--- src/rtl/memory_access_controller.sv ---
// Single-word memory bus controller: accepts one CPU read/write, waits on memReady, returns one response pulse.
// Optional macro MEM_TIMEOUT_EN aborts an access after TIMEOUT_CYCLES wait cycles with respError.
module memory_access_controller #(
    parameter int BITS_DATA      = 32,
    parameter int BITS_ADDR      = 16,
    parameter int TIMEOUT_CYCLES = 15
) (
    input  logic                 clk,
    input  logic                 resetN,
    input  logic                 reqValid,
    output logic                 reqReady,
    input  logic                 reqWrite,
    input  logic [BITS_ADDR-1:0] reqAddr,
    input  logic [BITS_DATA-1:0] reqData,
    output logic                 respValid,
    output logic [BITS_DATA-1:0] respData,
    output logic                 respError,
    output logic [BITS_ADDR-1:0] memAddr,
    output logic [BITS_DATA-1:0] memWData,
    output logic                 memWrite,
    output logic                 memEnable,
    input  logic [BITS_DATA-1:0] memRData,
    input  logic                 memReady
);

    if (TIMEOUT_CYCLES < 1 || TIMEOUT_CYCLES > 255) begin : g_bad_timeout
        $error("TIMEOUT_CYCLES must be in 1..255");
    end

    typedef enum logic [1:0] {IDLE, ACCESS, RESP} state_t;

    state_t                 state_q, state_d;
    logic [BITS_ADDR-1:0]   mem_addr_q, mem_addr_d;
    logic [BITS_DATA-1:0]   mem_wdata_q, mem_wdata_d;
    logic                   mem_write_q, mem_write_d;
    logic                   mem_enable_q, mem_enable_d;
    logic                   resp_valid_q, resp_valid_d;
    logic [BITS_DATA-1:0]   resp_data_q, resp_data_d;

`ifdef MEM_TIMEOUT_EN
    localparam int CNT_W = $clog2(TIMEOUT_CYCLES + 1);
    logic [CNT_W-1:0]       cnt_q, cnt_d;
    logic                   resp_error_q, resp_error_d;
`endif

    always_comb begin
        state_d      = state_q;
        mem_addr_d   = mem_addr_q;
        mem_wdata_d  = mem_wdata_q;
        mem_write_d  = mem_write_q;
        mem_enable_d = mem_enable_q;
        resp_valid_d = 1'b0;
        resp_data_d  = resp_data_q;
`ifdef MEM_TIMEOUT_EN
        cnt_d        = cnt_q;
        resp_error_d = 1'b0;
`endif
        case (state_q)
            IDLE: begin
                if (reqValid) begin
                    mem_addr_d   = reqAddr;
                    mem_wdata_d  = reqData;
                    mem_write_d  = reqWrite;
                    mem_enable_d = 1'b1;
                    state_d      = ACCESS;
`ifdef MEM_TIMEOUT_EN
                    cnt_d        = '0;
`endif
                end
            end
            ACCESS: begin
                if (memReady) begin
                    if (!mem_write_q) begin
                        resp_data_d = memRData;
                    end
                    mem_enable_d = 1'b0;
                    mem_write_d  = 1'b0;
                    resp_valid_d = 1'b1;
                    state_d      = RESP;
                end
`ifdef MEM_TIMEOUT_EN
                // The edge closing the TIMEOUT_CYCLES-th wait cycle aborts; memReady on that edge still wins.
                else if (cnt_q == CNT_W'(TIMEOUT_CYCLES - 1)) begin
                    mem_enable_d = 1'b0;
                    mem_write_d  = 1'b0;
                    resp_valid_d = 1'b1;
                    resp_error_d = 1'b1;
                    state_d      = RESP;
                end else begin
                    cnt_d = cnt_q + CNT_W'(1);
                end
`endif
            end
            RESP: begin
                state_d = IDLE;
            end
            default: begin
                state_d = IDLE;
            end
        endcase
    end

    always_ff @(posedge clk or negedge resetN) begin
        if (!resetN) begin
            state_q      <= IDLE;
            mem_addr_q   <= '0;
            mem_wdata_q  <= '0;
            mem_write_q  <= 1'b0;
            mem_enable_q <= 1'b0;
            resp_valid_q <= 1'b0;
            resp_data_q  <= '0;
`ifdef MEM_TIMEOUT_EN
            cnt_q        <= '0;
            resp_error_q <= 1'b0;
`endif
        end else begin
            state_q      <= state_d;
            mem_addr_q   <= mem_addr_d;
            mem_wdata_q  <= mem_wdata_d;
            mem_write_q  <= mem_write_d;
            mem_enable_q <= mem_enable_d;
            resp_valid_q <= resp_valid_d;
            resp_data_q  <= resp_data_d;
`ifdef MEM_TIMEOUT_EN
            cnt_q        <= cnt_d;
            resp_error_q <= resp_error_d;
`endif
        end
    end

    // Reset gating keeps reqReady low while the state register is held in IDLE by reset.
    assign reqReady  = resetN && (state_q == IDLE);
    assign respValid = resp_valid_q;
    assign respData  = resp_data_q;
    assign memAddr   = mem_addr_q;
    assign memWData  = mem_wdata_q;
    assign memWrite  = mem_write_q;
    assign memEnable = mem_enable_q;
`ifdef MEM_TIMEOUT_EN
    assign respError = resp_error_q;
`else
    assign respError = 1'b0;
`endif

endmodule

--- config.mk ---
export PLATFORM = sky130hd
export DESIGN_NAME = memory_access_controller
export DESIGN_NICKNAME = d
export VERILOG_FILES = /design/src/rtl/memory_access_controller.sv
export SDC_FILE = /design/constraint.sdc
export NUM_CORES = 1
export LEC_CHECK = 0
export CAP_MARGIN = 30
export CORE_MARGIN = 1.5
export CORE_UTILIZATION = 37
export CTS_BUF_LIST = sky130_fd_sc_hd__clkbuf_2
export DETAILED_ROUTE_END_ITERATION = 16
export GPL_TIMING_DRIVEN = 1
export PLACE_DENSITY = 0.78
export RECOVER_POWER = 100
export SYNTH_ARGS = -nofsm -noshare
export SYNTH_HDL_FRONTEND = slang
export SYNTH_SLANG_ARGS = --single-unit
--- constraint.sdc ---
create_clock -name clk -period 1.4 [get_ports clk]
set_input_delay 0.28 -clock clk [delete_from_list [all_inputs] [get_ports clk]]
set_output_delay 0.28 -clock clk [all_outputs]
set_load 0.02 [all_outputs]
; After elaboration in Yosys (flattened, before gate mapping)
; Index checks and enable logic that the tools add are counted.
[word_totals]
in_bits = 85
reg_bits = 85
output_inout_bits = 85
[classes]
n_mux = 10
bitwise = 1
reduce_logical = 7
eq_ne = 3
[ops]
columns = operator, count
row1 = 3-bit AND reduction, 2
row2 = 1-bit two-way mux, 5
row3 = 2-bit two-way mux, 2
row4 = "2-bit inequality test, second input constant", 2
row5 = 1-bit case mux with 2 select lines, 2
row6 = 2-bit case mux with 2 select lines, 1
row7 = 2-bit AND reduction, 2
row8 = "2-bit by 1-bit equality test with 1-bit output, second input constant", 1
row9 = 2-bit zero test, 1
row10 = 2-bit nonzero test, 1
row11 = 1-bit logical AND, 1
row12 = 1-bit inverter, 1

; Depth between registers and ports, before layout
; Gate-level depths: netlist (run 1).
[logic_depth]
ltp_word = 3
ltp_mapped = 6

; Least setup slack after synthesis (run 1)
; Ideal clock, no wire load.
[synth_path]
path_type = flip-flop to flip-flop
startpoint = register state_q[1]
endpoint = register mem_wdata_q[10], in the netlist memWData[10]
path_stages_with_launch = 6
n_path_buf = 2
synth_period_minus_slack_ns = 1.513
setup_slack_ns = -0.113
required_ns = 1.275
arrival_time_ns = 1.388
path_cell_list = dfrtp_1 -> nor2b_1 -> and2b_1 -> buf_4 -> buf_4 -> mux2_2
[synth_via]
elab_chain_len = 2
[synth_lines]
columns = item, line
row1 = start: declaration, 32  ; state_t state_q, state_d;
row2 = start signal: assignment, 117  ; state_q <= state_d;
row3 = 2-bit zero test, 58  ; case (state_q)
row4 = 2-bit AND reduction (no source line), -
row5 = end signal: assignment, 119  ; mem_wdata_q <= mem_wdata_d;
row6 = end: declaration, 34  ; logic [BITS_DATA-1:0] mem_wdata_q, mem_wdata_d;
; Every way passes these cells.
; A chain may end at the register's enable or synchronous reset.

; Worst setup path after layout (run 1)
[layout_path]
startpoint = register state_q[1]
endpoint = register resp_data_q[27], in the netlist respData[27]
[layout_via]
elab_chain_len = 2
[layout_lines]
columns = item, line
row1 = 2-bit by 1-bit equality test with 1-bit output, 58
row2 = 3-bit AND reduction (no source line), -
row3 = end signal: assignment, 123  ; resp_data_q <= resp_data_d;
row4 = end: declaration, 38  ; logic [BITS_DATA-1:0] resp_data_q, resp_data_d;
; Every way passes these cells.

==> results of run 1 <==
==> how the worst min path moves through the flow <==
stage,from,end,slack [ns]
final,reqData[9],memWData[9]$_DFFE_PN0P_,0.35
after global routing,reqData[6],memWData[6]$_DFFE_PN0P_,0.29
after CTS,reqAddr[7],memAddr[7]$_DFFE_PN0P_,0.29
after detailed placement,resetN,respData[7]$_DFFE_PN0P_,0.49
after global placement,resetN,respValid$_DFF_PN0_,0.49
after floorplan,resetN,memAddr[0]$_DFFE_PN0P_,-0.02
==> power groups by stage <==
| stage | registers (W) | logic (W) | clock network (W) |
|---|---|---|---|
| after CTS | 0.00459 | 0.00821 | 0.00125 |
| after detailed placement | 0.00442 | 0.00700 | 0 |
| after floorplan | 0.00588 | 0.00225 | 0 |
| final | 0.00460 | 0.00839 | 0.00120 |
| after global routing | 0.00476 | 0.00876 | 0.00135 |
| after global placement | 0.00434 | 0.00688 | 0 |
==> layer usage <==
metal,vias to the layer above,wire [um]
met5,-,0
met4,0,257
met3,22,544
met2,99,4810
met1,1222,3700
li1,1121,-
==> sequential cells by signal (all words and copies together), names as in the netlist <==
signal,count
memEnable,1
state_q,2
memAddr,16
respData,32
memWrite,1
memWData,32
respValid,1
==> layout make-up <==
class	instances	area [sq um]	area share
Multi-Input combinational cell	95	1210	0.203
Clock inverter	6	55.1	0.00918
Timing Repair Buffer	226	2410	0.402
Clock buffer	9	45.0	0.00751
Tap cell	108	135	0.0225
Sequential cell	85	2130	0.355
Inverter	2	7.51	0.00125
==> stage by stage <==
| step | setup TNS [ns] | setup WS [ns] |
|---|---|---|
| finish | -18.16 | -0.281 |
| global route | -29.44 | -0.304 |
| CTS | -17.50 | -0.270 |
| detailed placement | -37.36 | -0.491 |
| global placement | -34.09 | -0.449 |
| floorplan | -3.06 | -0.0619 |
==> cell families after synthesis <==
| group | Yosys count | synth area share |
|---|---|---|
| compound gates | 6 | 0.0113 |
| buf+inv | 13 | 0.0293 |
| flops | 85 | 0.638 |
| mux | 80 | 0.304 |
| other cells | 1 | 0.00113 |
| simple gates | 8 | 0.0158 |
==> timing repair <==
item | CTS | global route
endpoints found under the hold margin | 53 | 0
gates resized for setup | 521 | 2
cloned | 4 | 2
pin swaps | 2 | 2
endpoints found under the setup margin | 164 | 196
hold buffers | 1 | 0
setup buffers | 28 | 9
==> Yosys cell counts, drive strengths merged <==
cell,instances
mux2,80
inv,2
dfrtp,85
a2bb2oi,1
nor2,2
and2,1
a21oi,1
buf,11
conb,1
a211oi,1
and2b,1
and3b,2
nor3b,1
o21ai,2
o22ai,1
nor2b,1
==> run_results.csv, run 1 <==
group,metric,value,unit
setup_path,critPathLaunchType,"flip-flop",
drt,dr_total_vias,2464,
synth,synth_seq_cells,85,
grt,gr-usage-met2,0.334,
synth,yosys.area.top_type,"dfrtp_1",
setup_path,critPathBufInv,3,
setup_path,path_depth,6,
setup_path,r2r_start,"state_q[1]$_DFFE_PN0P_",
cts,path_clk_slew,0.23,ns
pwr,pwr-share-clk,0.085,
pwr,p_seq_frac,0.324,
synth,syn_avg_cell_area,17.3,sq um
sta,drv_slew,0,
grt,grt_pass1_wl,14500,um
pwr,p_switching,0.00500,W
cts,cts_tree,"done",
synth,syn_inst,193,
cts,clockRootBuffer,"clkbuf_2",
status,status,"finished with violations",
setup_path,rr_endpoint,"respData[27]$_DFFE_PN0P_",
cells_and_area,layout_commonest_cell,"dfrtp_1",
setup_path,path_max_fanout,5,
grt,gr-usage-met3,0.0487,
die,num_rows,34,
setup_path,critPathCaptureType,"flip-flop",
drt,totalWireLength,9310,um
setup_path,path_common_cell,"buf_12",
synth,synth_area_leaders,"dfrtp_1 (64%), mux2_2 (17%), mux2_4 (14%), buf_6 (1.4%), buf_4 (0.90%)",
sta,fin_crit_sh,1.20,
die,start_util,0.382,
cells_and_area,final_area,5990,sq um
grt,antenna_found_initial,0,
sta,rsz0062_at_grt,"yes",
grt,grt_remaining_overflow,0,
setup_path,path_class,"reg2reg",
die,dieWidth,97.9,um
place,place_inst,473,
place,dp_hpwl,6120,um
grt,track_usage,0.198,
cells_and_area,mostFrequentLayoutCells,"dfrtp_1 (85), clkdlybuf4s50_1 (83), buf_6 (83)",
sta,hold_violations,0,
cts,htree_levels,3,
synth,synth_nets,278,
sta,fin_crit,1.68,ns
pwr,peakVddDrop,0.00105,V
sta,fin_skew,0.0154,ns
drt,initialDrtViolationCount,41,
pwr,internal_power,0.00920,W
die,die_area,9580,sq um
place,place.port_buffers,168,
cells_and_area,n_antenna_cell,0,
cts,cts_sinks,85,
setup_path,required,1.81,ns
setup_path,worst-endpoint-arrival,2.09,ns
setup_path,path_cells,"buf_4, and3b_1, and2_4, buf_12, buf_12, mux2_4",
place,place_congestion,0.813,
hold_path,hp-class,"in2reg",
synth,yosysUniqueCellTypes,19,
setup_path,ff2ff_setup_slack,-0.28,ns
cells_and_area,fin_util,0.687,
die,core,8720,sq um
die,chipHeight,97.9,um
setup_path,crit_slowest_cell,"dfrtp_1",
place,dpl-instance-area,5280,sq um
cts,cts_buffers,9,
cells_and_area,final_nets,504,
grt,grt.busiest_layer,"met2",
drt,firstDrtPassIters,3,
setup_path,crit_family,"simple AND/OR/NAND/NOR gates",
sta,fmax,0.595,GHz
hold_path,whs_path_depth,2,
cts,insertion_delay,0.52,ns
setup_path,ff2ff_path_depth,6,
sta,slew_headroom,0.507,
status,violations,"setup timing",
synth,synth_warnings,0,
cells_and_area,final_cells,531,
pwr,leakagePower,2.78,nW
cells_and_area,syn_to_final_growth,79.9,%
sta,hold_ws,0.352,ns
synth,synth_top_area_share,0.638,
drt,drc_errors,0,
grt,grt_max_degree,55,
drt,routed_via_density,4.64,
drt,ant_nets,0,
grt,met1_usage,0.239,
sta,setup_viol,113,
drt,wl_per_cell,17.5,um
cells_and_area,fillers,615,
cells_and_area,layout-drive-gt1-share,0.558,
cts,clk_path_buf_depth,2,
pwr,p_sw_frac,0.352,
sta,tightest_slew,0.739,ns
sta,fin_ws,-0.281,ns
pwr,finalPower,0.0142,W
pwr,comb_power_share,0.591,
setup_path,cp-startpoint,"state_q[1]$_DFFE_PN0P_",
pwr,powerDensity,2370,nW/um^2
setup_path,crit_path_end,"respData[27]$_DFFE_PN0P_",
grt,grt_pass1_vias,2726,
synth,synth_area,3330,sq um
setup_path,max_stage_delay,0.44,ns
synth,ys_seq_area_frac,0.638,
run,maxCapViolCount,0,
die,io_pins,170,
(Power assumes the default switching activity.)
==> run 2: changes to the inputs <==
Settings changed: CTS_BUF_LIST sky130_fd_sc_hd__clkbuf_2 to sky130_fd_sc_hd__clkbuf_8, HOLD_SLACK_MARGIN set to 0.05.
==> run 2 against run 1 <==
  * The run still ends with setup timing left
  * Worst setup slack improved by 0.067 ns
  * Final cell count fell by 7.0%
  * Combinational power fell by 24%
  * Register-to-register slack improved by 0.07 ns
  * Highest routed layer unchanged
  * Global-route usage fell by 1.5 points
  * Largest cell class is now flip-flops and latches
  * Utilization fell by 5.3 points
  * Hold slack got worse by 0.11 ns
  * Fmax rose by 4.1%
  * Clock power rose by 46%
  * Power fell by 12%
  * Critical endpoint is now respData[14]$_DFFE_PN0P_
  * Largest power group unchanged
==> run_results.csv, run 2 (synthesized netlist as in run 1, its figures left out) <==
group,metric,value,unit
die,io_pins,170,
pwr,leakagePower,2.54,nW
cells_and_area,mostFrequentLayoutCells,"dfrtp_1 (85), clkdlybuf4s50_1 (83), dlygate4sd2_1 (66)",
place,dp_hpwl,6120,um
cells_and_area,fin_util,0.634,
sta,rsz0062_at_grt,"yes",
pwr,finalPower,0.0125,W
setup_path,rr_endpoint,"respData[14]$_DFFE_PN0P_",
pwr,peakVddDrop,0.000914,V
cts,cts_tree,"done",
sta,fin_ws,-0.214,ns
sta,hold_ws,0.238,ns
cts,insertion_delay,0.34,ns
setup_path,r2r_start,"state_q[1]$_DFFE_PN0P_",
place,place.port_buffers,168,
die,chipHeight,97.9,um
die,num_rows,34,
grt,grt_remaining_overflow,0,
sta,drv_slew,0,
cts,cts_buffers,9,
grt,grt_max_degree,55,
drt,totalWireLength,8640,um
place,dpl-instance-area,5280,sq um
setup_path,required,1.62,ns
setup_path,path_cells,"buf_6, and3b_1, and2_4, buf_12, mux2_4",
grt,track_usage,0.183,
setup_path,critPathLaunchType,"flip-flop",
setup_path,cp-startpoint,"state_q[1]$_DFFE_PN0P_",
sta,fmax,0.620,GHz
pwr,powerDensity,2260,nW/um^2
setup_path,worst-endpoint-arrival,1.84,ns
cts,holdBufCountCts,0,
setup_path,ff2ff_path_depth,5,
grt,grt_pass1_wl,13500,um
drt,initialDrtViolationCount,50,
drt,firstDrtPassIters,4,
setup_path,ff2ff_setup_slack,-0.21,ns
sta,fin_crit,1.61,ns
setup_path,max_stage_delay,0.41,ns
grt,grt_pass1_vias,2540,
cells_and_area,layout-drive-gt1-share,0.313,
status,violations,"setup timing",
place,place_congestion,0.813,
cells_and_area,syn_to_final_growth,66.0,%
status,status,"finished with violations",
setup_path,path_class,"reg2reg",
setup_path,crit_path_end,"respData[14]$_DFFE_PN0P_",
grt,antenna_found_initial,0,
setup_path,path_max_fanout,18,
setup_path,critPathCaptureType,"flip-flop",
die,die_area,9580,sq um
cts,htree_levels,3,
sta,fin_skew,0.00581,ns
cts,clockRootBuffer,"clkbuf_8",
cells_and_area,layout_commonest_cell,"dfrtp_1",
cells_and_area,final_area,5530,sq um
cts,clk_path_buf_depth,2,
drt,dr_total_vias,2296,
drt,routed_via_density,4.65,
cts,path_clk_slew,0.08,ns
cells_and_area,n_antenna_cell,0,
cts,cts_sinks,85,
drt,drc_errors,0,
hold_path,hp-class,"in2async",
sta,tightest_slew,0.698,ns
cells_and_area,final_nets,467,
run,maxCapViolCount,0,
drt,ant_nets,0,
die,core,8720,sq um
sta,setup_viol,81,
setup_path,crit_slowest_cell,"dfrtp_1",
sta,fin_crit_sh,1.15,
die,dieWidth,97.9,um
sta,tns,-12.19,ns
die,start_util,0.382,
sta,slew_headroom,0.535,
cells_and_area,fillers,698,
drt,wl_per_cell,17.5,um
sta,hold_violations,0,
run 2: changes by cell type in the layout (fill, tap and decap cells not counted), moves of 3 or more:
cell and change:
buf_6 -79, buf_4 -34, buf_16 -3, clkdlybuf4s15_1 +15
clkbuf_2 -7, clkbuf_8 +11, dlygate4sd2_1 +66
run 2: area by class of cell:
type	instances	area, sq um	area share
clock buffers	11	151	0.0274
clock inverters	4	47.5	0.00860
inverters	2	7.51	0.00136
multi-input cells	95	1210	0.218
flip-flops and latches	85	2130	0.385
well taps	108	135	0.0244
repair buffers	189	1860	0.336
run 2: where the power goes:
| part | switching, W | leakage, nW | internal (W) |
|---|---|---|---|
| combinational | 0.00302 | 1.44 | 0.00336 |
| sequential | 0.000655 | 1.00 | 0.00369 |
| clock | 0.000845 | 0.101 | 0.000907 |
run 2: worst max-delay path, delay by kind of cell (launching register included):
kind                   cells  cell delay (ns)
DFF                        1             0.41
buffers and inverters      2             0.33
muxes                      1             0.33
and+or+nand+nor            2             0.43
run 2: repair_timing:
action | 4_1_cts | 5_1_grt
buffers inserted | 3 | 0
pin swaps | 0 | 1
cloned | 1 | 3
setup endpoints to repair | 164 | 98
resized for setup | 97 | 25
run 2: worst min path at each step:
stage,startpoint,to,slack (ns),depth (start not counted)
floorplan,resetN,memAddr[0]$_DFFE_PN0P_,-0.02,0
global placement,resetN,respValid$_DFF_PN0_,0.49,2
detailed placement,resetN,respData[7]$_DFFE_PN0P_,0.49,2
finish,resetN,respData[7]$_DFFE_PN0P_,0.24,2
global route,resetN,memEnable$_DFFE_PN0P_,0.24,2
CTS,resetN,memAddr[5]$_DFFE_PN0P_,0.11,2
run 2: metrics by stage:
stage / setup WS (ns) / cells
4_1_cts: -0.222 / 492
5_1_grt: -0.245 / 494
6_report: -0.214 / 494
2_1_floorplan: -0.0619 / 193
3_3_place_gp: -0.449 / 473
3_5_place_dp: -0.491 / 473
run 2: routing by layer:
metal	part of all wire	track usage
met1	0.41	0.229
met2	0.51	0.299
met3	0.063	0.0673
met4	0.014	0.0505
met5	0	0
